--- config.mk ---
export PLATFORM = sky130hd
export DESIGN_NAME = jtag_uart_avalon
export DESIGN_NICKNAME = d
export VERILOG_FILES = /design/src/rtl/jtag_uart_avalon.sv
export SDC_FILE = /design/constraint.sdc
export NUM_CORES = 1
export LEC_CHECK = 0
export CAP_MARGIN = 15
export CELL_PAD_IN_SITES_DETAIL_PLACEMENT = 0
export CELL_PAD_IN_SITES_GLOBAL_PLACEMENT = 2
export CORE_UTILIZATION = 44
export DETAILED_ROUTE_END_ITERATION = 10
export PLACE_DENSITY = 0.73
export SLEW_MARGIN = 30
export SYNTH_ARGS = -nofsm -noshare
export SYNTH_HDL_FRONTEND = slang
export SYNTH_SLANG_ARGS = --single-unit
--- constraint.sdc ---
create_clock -name clk_clk -period 3.9 [get_ports clk_clk]
set_input_delay 0.78 -clock clk_clk [delete_from_list [all_inputs] [get_ports clk_clk]]
set_output_delay 0.78 -clock clk_clk [all_outputs]
set_load 0.03 [all_outputs]
--- src/rtl/jtag_uart_avalon.sv ---
`default_nettype none
// ============================================================================
// Module      : jtag_uart_avalon
// Description : Avalon-MM console UART with DATA/CONTROL registers, TX/RX byte
//               FIFOs towards the host and a threshold-based level interrupt.
// Revision    : 1.0 - initial release
// ============================================================================
module jtag_uart_avalon #(
    parameter int WR_DEPTH  = 64,
    parameter int RD_DEPTH  = 64,
    parameter int WR_THRESH = 8,
    parameter int RD_THRESH = 8
) (
    input  logic        clk_clk,
    input  logic        reset_reset_n,
    input  logic        av_chipselect,
    input  logic        av_address,
    input  logic        av_read_n,
    input  logic        av_write_n,
    input  logic [31:0] av_writedata,
    output logic [31:0] av_readdata,
    output logic        av_waitrequest,
    output logic        irq_irq,
    input  logic        host_rx_valid,
    input  logic [7:0]  host_rx_data,
    output logic        host_rx_ready,
    output logic        host_tx_valid,
    output logic [7:0]  host_tx_data,
    input  logic        host_tx_ready
);

    localparam int WR_AW = $clog2(WR_DEPTH);
    localparam int RD_AW = $clog2(RD_DEPTH);
    localparam logic [15:0] c_wr_depth  = 16'(WR_DEPTH);
    localparam logic [15:0] c_rd_depth  = 16'(RD_DEPTH);
    localparam logic [15:0] c_wr_thresh = 16'(WR_THRESH);
    localparam logic [15:0] c_rd_thresh = 16'(RD_THRESH);

    logic             r_ack, r_re, r_we, r_ac;
    logic [7:0]       r_tx_mem [WR_DEPTH];
    logic [WR_AW-1:0] r_tx_wp, r_tx_rp;
    logic [15:0]      r_tx_cnt;
    logic [7:0]       r_rx_mem [RD_DEPTH];
    logic [RD_AW-1:0] r_rx_wp, r_rx_rp;
    logic [15:0]      r_rx_cnt;

    logic        w_complete, w_wr, w_rd;
    logic        w_tx_push, w_tx_pop, w_rx_push, w_rx_pop;
    logic        w_ri, w_wi;
    logic [15:0] w_wspace;
    logic        w_unused_wdata;

    // Every access stalls exactly one cycle; the ack cycle is the completion.
    assign w_complete = av_chipselect & r_ack;
    assign w_wr       = w_complete & ~av_write_n;
    assign w_rd       = w_complete & av_write_n & ~av_read_n;

    assign w_tx_push = w_wr & ~av_address & (r_tx_cnt < c_wr_depth);
    assign w_tx_pop  = host_tx_valid & host_tx_ready;
    assign w_rx_push = host_rx_valid & host_rx_ready;
    assign w_rx_pop  = w_rd & ~av_address & (r_rx_cnt != 16'd0);

    assign w_ri     = r_re & (r_rx_cnt >= c_rd_thresh);
    assign w_wi     = r_we & (r_tx_cnt <= c_wr_thresh);
    assign w_wspace = c_wr_depth - r_tx_cnt;

    assign av_waitrequest = av_chipselect & ~r_ack;
    assign irq_irq        = w_ri | w_wi;
    assign host_rx_ready  = r_rx_cnt < c_rd_depth;
    assign host_tx_valid  = r_tx_cnt != 16'd0;
    assign host_tx_data   = r_tx_mem[r_tx_rp];

    assign w_unused_wdata = ^{av_writedata[31:11], av_writedata[9:2]};

    always_comb begin
        av_readdata = 32'd0;
        if (w_rd) begin
            if (av_address)
                av_readdata = {w_wspace, 5'b0, r_ac, w_wi, w_ri, 6'b0, r_we, r_re};
            else if (r_rx_cnt != 16'd0)
                av_readdata = {r_rx_cnt - 16'd1, 1'b1, 7'b0, r_rx_mem[r_rx_rp]};
        end
    end

    // Storage arrays carry no reset; only pointers and counts define contents.
    always_ff @(posedge clk_clk) begin
        if (w_tx_push) r_tx_mem[r_tx_wp] <= av_writedata[7:0];
        if (w_rx_push) r_rx_mem[r_rx_wp] <= host_rx_data;
    end

    always_ff @(posedge clk_clk or negedge reset_reset_n) begin
        if (!reset_reset_n) begin
            r_ack    <= 1'b0;
            r_re     <= 1'b0;
            r_we     <= 1'b0;
            r_ac     <= 1'b0;
            r_tx_wp  <= '0;
            r_tx_rp  <= '0;
            r_tx_cnt <= 16'd0;
            r_rx_wp  <= '0;
            r_rx_rp  <= '0;
            r_rx_cnt <= 16'd0;
        end else begin
            r_ack <= av_chipselect & ~r_ack;

            if (w_wr && av_address) begin
                r_re <= av_writedata[0];
                r_we <= av_writedata[1];
            end
            // A host handshake in the same cycle as a clear keeps AC set.
            if (w_tx_pop)
                r_ac <= 1'b1;
            else if (w_wr && av_address && av_writedata[10])
                r_ac <= 1'b0;

            if (w_tx_push) r_tx_wp <= r_tx_wp + WR_AW'(1);
            if (w_tx_pop)  r_tx_rp <= r_tx_rp + WR_AW'(1);
            if (w_tx_push && !w_tx_pop)
                r_tx_cnt <= r_tx_cnt + 16'd1;
            else if (!w_tx_push && w_tx_pop)
                r_tx_cnt <= r_tx_cnt - 16'd1;

            if (w_rx_push) r_rx_wp <= r_rx_wp + RD_AW'(1);
            if (w_rx_pop)  r_rx_rp <= r_rx_rp + RD_AW'(1);
            if (w_rx_push && !w_rx_pop)
                r_rx_cnt <= r_rx_cnt + 16'd1;
            else if (!w_rx_push && w_rx_pop)
                r_rx_cnt <= r_rx_cnt - 16'd1;
        end
    end

endmodule
`default_nettype wire

==> metrics.csv, run 1 <==
metric,value,unit
outcome,"finished, violations left",
violations,setup timing,
ir_drop,0.4216,mV
synth_edf_count,1024,
setup_viol,16,
fin_setup_tns,-2.288,ns
synth.yosys.seq_area_share,73.50,%
clock_sinks,1084,
synth_cell_types,64,
pre_cts_slack,-0.2310,ns
crit_path_top_delay_cell,dfrtp_4,
clockPowerShare,30.1,%
drt-wirelength-per-cell,25.89,um
swShare,28.51,%
antennaDiodeCount,0,
wl_met3,4140,um
antenna_found_initial,1,
fin_cells,3956,
drc,0,
syn-mean-instance-area,20.02,um^2
reg2regPathDepth,15,
die_w,317.8,um
async_flop_share,5.535,%
drv_cap,0,
netlist_instances,2192,
crit_type,register to output pin,
path_max_fanout,6,
hold_buffers,0,
worstPathRequired,3.12,ns
drive_gt1_share,35.22,%
net-switching-power,9.810,mW
path_clk_slew,0.06,ns
p_int,24.60,mW
antenna_left,0,
worst_setup_path_end_kind,output pin,
grt_pass1_wl,150800,um
synth-seq-cells,1084,
port-buffer-count,64,
wl_met1,43340,um
globalplace.congestion,0.8383,
cts_tree,yes,
clock_skew,0.02699,ns
fin_nets,2648,
clkLatencyLatePin,0.70,ns
area_growth,20.21,%
cp-start-kind,register,
viasPerCell,5.638,
comb_power_share,30.8,%
wl_met2,52130,um
reg2reg_to,r_tx_cnt[15]$_DFFE_PN0P_,
fmax,243.2,MHz
worst_ep_arrival_time,3.33,ns
worst_slack,-0.2127,ns
dp.final_hpwl,64500,um
maxSlewViolCount,0,
final.min_clock_period,4.113,ns
leakage,17.31,nW
top_layer_used,met4,
crit_top_cell,buf_12,
tightest_slew,0.9446,ns
finalHoldViolations,0,
layout_common_cells,"edfxtp_1, mux4_2, buf_4",
cts-htree-levels,3,
rsz0062_at_grt,yes,
coreArea,98560,um^2
drtPass1Iterations,5,
cp_cell_sequence,"buf_12, buf_12, buf_12, buf_12, mux4_2, mux4_2, a22oi_2, nand2_1, buf_6",
grt_pass1_vias,22830,
reg2reg_from,r_tx_cnt[14]$_DFFE_PN0P_,
wirelength,102400,um
hold_class,input port to async pin,
synthFlopType,edfxtp_1,
slowest_delay,0.52,ns
die_y,317.8,um
fp-row-count,115,
grtUsageTotal,20.17,%
slew_headroom,37.03,%
syn_area,43880,um^2
place_inst,3682,
final_common_cell,edfxtp_1,
vias,22300,
clock_path_buffers,3,
cts-root-buf,clkbuf_16,
power_density,652.3,nW/um^2
dieArea,101000,um^2
globalRouteOverflowTotal,0,
yosysWarnings,0,
start_util,44.52,%
rrSetupSlack,0.14,ns
ios,92,
power.share.sequential,39.1,%
cts_buffers,109,
drt_iter0_markers,1770,
min_period_over_period,105.5,%
grt_max_degree,65,
==> worst max path at each step <==
| stage | startpoint | endpoint | slack, ns | depth (start not counted) |
|---|---|---|---|---|
| after CTS | r_tx_rp[0]$_DFFE_PN0P_ | host_tx_data[4] | -0.27 | 9 |
| after global routing | r_tx_rp[0]$_DFFE_PN0P_ | host_tx_data[1] | -0.31 | 9 |
| after floorplan | r_tx_cnt[8]$_DFFE_PN0P_ | r_tx_cnt[12]$_DFFE_PN0P_ | -0.02 | 14 |
| after detailed placement | av_chipselect | r_tx_cnt[15]$_DFFE_PN0P_ | -0.23 | 15 |
| after global placement | av_chipselect | r_tx_cnt[15]$_DFFE_PN0P_ | -0.21 | 15 |
| final | r_tx_rp[0]$_DFFE_PN0P_ | host_tx_data[1] | -0.21 | 9 |
==> critical path, delay by kind of cell, from the launching register on <==
family                 cells  cell delay, ns
AOI/OAI and AO/OA          1            0.30
buffers and inverters      5            0.72
and+or+nand+nor            1            0.15
DFF                        1            0.52
muxes                      2            0.95
==> logic make-up (layout without fill, tap and decap cells) <==
| kind of cell | count (synthesis) | count (layout) | share of synthesized area [%] |
|---|---|---|---|
| other | 1 | 4 | 0.008547 |
| AOI/OAI and AO/OA | 161 | 161 | 2.418 |
| buffers and inverters | 139 | 613 | 1.585 |
| and+or+nand+nor | 386 | 386 | 4.109 |
| DFF | 1084 | 1084 | 73.50 |
| xor gates and xnor gates | 68 | 68 | 1.357 |
| muxes | 328 | 328 | 16.29 |
| adders and majority gates | 25 | 25 | 0.7300 |
==> synthesized netlist by cell type, types with 10 or more instances <==
library cell  instances  share of area, %
mux2i_1              12              0.27
nor3_1               17              0.19
buf_6                13              0.33
nand2_1              86              0.74
nor2_1              171               1.5
nor2b_1              19              0.27
buf_1                17              0.15
a21o_1               10              0.17
buf_2                38              0.43
clkbuf_1             48              0.41
o22ai_1              15              0.21
edfxtp_1           1024                70
o21ai_0              33              0.38
ha_1                 24              0.68
nand4_1              11              0.16
or3_1                10              0.14
inv_1                12              0.10
a22oi_1              20              0.34
mux4_2              308                16
a211oi_1             16              0.27
xor2_1               42              0.84
a21oi_1              27              0.31
nand3_1              18              0.21
xnor2_1              26              0.52
dfrtp_1              60               3.4
==> power by group through the flow <==
stage | Sequential [mW] | Combinational [mW] | Clock [mW]
global placement | 13.7 | 8.84 | 0
detailed placement | 13.8 | 8.93 | 0
finish | 13.5 | 10.6 | 10.3
floorplan | 13.4 | 6.17 | 0
global route | 13.5 | 11.2 | 11.0
CTS | 13.4 | 10.1 | 10.6
==> routing by layer <==
layer,vias up,global-route usage [%]
met5,-,0
met4,0,6.408
met3,145,2.707
met2,561,33.91
met1,11840,27.37
li1,9756,-
==> state kept, by name, indices dropped and copies added (netlist names) <==
signal    count
r_ack         1
r_re          1
r_rx_cnt     16
r_tx_mem    512
r_we          1
r_tx_wp       6
r_rx_wp       6
r_tx_cnt     16
r_rx_rp       6
r_tx_rp       6
r_rx_mem    512
r_ac          1
==> stage by stage <==
| stage | total power [mW] | util [%] | area (um^2) | hold slack [ns] |
|---|---|---|---|---|
| floorplan | 19.57 | - | 43960 | 0.4587 |
| global placement | 22.59 | 48.40 | 47710 | 0.4596 |
| detailed placement | 22.69 | 48.42 | 47730 | 0.4638 |
| CTS | 34.10 | 52.87 | 52110 | 0.09857 |
| global route | 35.68 | 53.51 | 52750 | 0.1345 |
| finish | 34.41 | 53.51 | 52750 | 0.1189 |
==> what timing repair did <==
action	CTS	global route
gates cloned	9	9
resized for setup	84	67
pin swaps	18	30
setup endpoints to repair	33	28
setup buffers	30	22
==> final cells by class <==
type / instances / area [um^2]
Clock buffer: 144 / 2889
Multi-Input combinational cell: 972 / 11350
Inverter: 14 / 60.06
Clock inverter: 61 / 648.1
Timing Repair Buffer: 394 / 3906
Fill cell: 7583 / 45820
Tap cell: 1287 / 1610
Sequential cell: 1084 / 32280
Note: power is estimated with default switching activity, not from simulation.
==> inputs of run 2 (changes only) <==
Settings changed: CORE_MARGIN set to 1.5.
==> metrics.csv, run 2 (same netlist as run 1, synthesis figures left out) <==
metric,value,unit,change
outcome,"finished, violations left",,
violations,setup timing,,
crit_type,register to output pin,,
p_int,24.89,mW,+1.2%
cp-start-kind,register,,
worstPathRequired,3.12,ns,about the same
worst_slack,-0.1400,ns,+0.07266 ns
ios,92,,unchanged
fin_cells,3945,,-0.28%
antenna_left,0,,unchanged
nFillCells,7557,,-0.34%
cts-root-buf,clkbuf_16,,
antennaDiodeCount,0,,unchanged
clkLatencyLatePin,0.70,ns,about the same
worst_setup_path_end_kind,output pin,,
drt-wirelength-per-cell,26.20,um,+1.2%
tightest_slew,0.9762,ns,+0.03163 ns
die_y,318.8,um,+0.31%
ir_drop,0.5088,mV,+21%
final_common_cell,edfxtp_1,,
reg.largest.list,"r_rx_mem (512), r_tx_mem (512)",,
dp.final_hpwl,64230,um,-0.42%
vias,22150,,-0.69%
reg2regPathDepth,14,,-1
wirelength,103400,um,+0.93%
drtPass1Iterations,5,,unchanged
fin_setup_tns,-1.304,ns,+0.9834 ns
drt_iter0_markers,1682,,-5.0%
viasPerCell,5.614,,-0.41%
clock_skew,0.03302,ns,+0.006021 ns
clock_path_buffers,3,,unchanged
grtUsageTotal,20.39,%,+0.22 points
grt_max_degree,65,,unchanged
cp-startpoint,r_rx_rp[0]$_DFFE_PN0P_,,
fmax,247.5,MHz,+1.8%
worst_ep_arrival_time,3.26,ns,-0.07 ns
path_clk_slew,0.06,ns,about the same
port-buffer-count,64,,unchanged
min_period_over_period,103.6,%,-1.9 points
endpoint,av_readdata[7],,
globalRouteOverflowTotal,0,,unchanged
die_w,318.8,um,+0.31%
grt_pass1_wl,152800,um,+1.3%
path_max_fanout,5,,-1
place_inst,3680,,-0.054%
final.min_clock_period,4.040,ns,-0.07266 ns
maxSlewViolCount,0,,unchanged
drv_cap,0,,unchanged
rrSetupSlack,0.19,ns,+0.05 ns
hold_class,input port to async pin,,
area_growth,20.68,%,
dieArea,101600,um^2,+0.63%
cts_tree,yes,,
swShare,28.55,%,+0.040 points
grt_pass1_vias,22920,,+0.39%
setup_viol,14,,-2
slew_headroom,34.92,%,-2.1 points
hold_buffers,0,,unchanged
antenna_found_initial,0,,-1
rsz0062_at_grt,yes,,
reg2reg_from,r_tx_cnt[14]$_DFFE_PN0P_,,
reg2reg_to,r_tx_cnt[15]$_DFFE_PN0P_,,
power,34.84,mW,+1.3%
clockPowerShare,30.6,%,+0.5 points
clock_sinks,1084,,unchanged
drive_gt1_share,35.67,%,+0.45 points
fp-row-count,115,,unchanged
drc,0,,unchanged
fin_nets,2641,,-0.26%
coreArea,98560,um^2,unchanged
finalHoldViolations,0,,unchanged
start_util,44.52,%,unchanged
comb_power_share,31.0,%,+0.2 points
power_density,658.0,nW/um^2,+0.88%
cts_buffers,110,,+0.92%
power.share.sequential,38.4,%,-0.7 points
cts-htree-levels,3,,unchanged
globalplace.congestion,0.8436,,+0.63%
layout_common_cells,"edfxtp_1, mux4_2, buf_4",,
net-switching-power,9.948,mW,+1.4%
leakage,17.40,nW,+0.51%
==> run 2: cell types whose count changed in the layout (fill, tap and decap cells not counted), sizes merged <==
cell,before,now
dlygate4sd2,2,1
bufinv,12,16
inv,21,19
clkbuf,154,137
clkinvlp,2,8
clkinv,40,43
bufbuf,2,1
dlymetal6s2s,1,2
buf,366,362
==> run 2: worst min-delay path by stage <==
stage / end / slack [ns] / cells past startpoint
global route: r_tx_rp[1]$_DFFE_PN0P_ / 0.21 / 1
CTS: r_tx_wp[3]$_DFFE_PN0P_ / 0.17 / 1
floorplan: r_rx_wp[2]$_DFFE_PN0P_ / 0.46 / 1
global placement: r_ack$_DFF_PN0_ / 0.46 / 1
detailed placement: r_ack$_DFF_PN0_ / 0.47 / 1
finish: r_tx_rp[1]$_DFFE_PN0P_ / 0.17 / 1
==> run 2: layout make-up <==
cell class	count	area, um^2	area share (%)
well taps	1287	1610	3.041
inverters	14	81.33	0.1536
multi-input cells	972	11450	21.62
repair buffers	386	3876	7.321
clock inverters	72	772.0	1.458
flip-flops and latches	1084	32270	60.95
clock buffers	130	2889	5.456
==> run 2: stage by stage <==
| stage | hold slack, ns | instance area (um^2) | utilization [%] | setup slack (ns) |
|---|---|---|---|---|
| global route | 0.2090 | 52950 | 53.72 | -0.2044 |
| CTS | 0.1726 | 52410 | 53.17 | -0.1688 |
| finish | 0.1739 | 52950 | 53.72 | -0.1400 |
| detailed placement | 0.4719 | 47640 | 48.34 | -0.1052 |
| global placement | 0.4641 | 47630 | 48.32 | -0.1798 |
| floorplan | 0.4587 | 43960 | - | -0.01551 |
==> run 2: power by group through the flow <==
stage                     Combinational (mW)  Clock [mW]  Sequential [mW]
after floorplan                         6.17           0             13.4
after global routing                    11.5        11.2             13.4
after CTS                               10.5        10.9             13.3
final                                   10.8        10.7             13.4
after detailed placement                8.91           0             13.7
after global placement                  8.84           0             13.7
==> run 2: metal layers <==
metal	track usage [%]	routed length, um
met1	26.89	42670
met2	35.35	53580
met3	2.820	4612
met4	5.954	2519
met5	0	0
==> run 2: critical path, cell delays in order (launching register included) <==
cell      delay [ns]
dfrtp_4         0.52
buf_12          0.16
buf_16          0.14
buf_12          0.12
mux4_2          0.43
mux4_2          0.56
nor2b_4         0.16
a211oi_2        0.20
a211oi_2        0.11
buf_12          0.17
==> run 2: repair_timing <==
item	CTS	global route
endpoints found under the setup margin	22	29
pin swaps	21	27
cloned	11	6
setup buffers	36	11
gates resized for setup	109	74
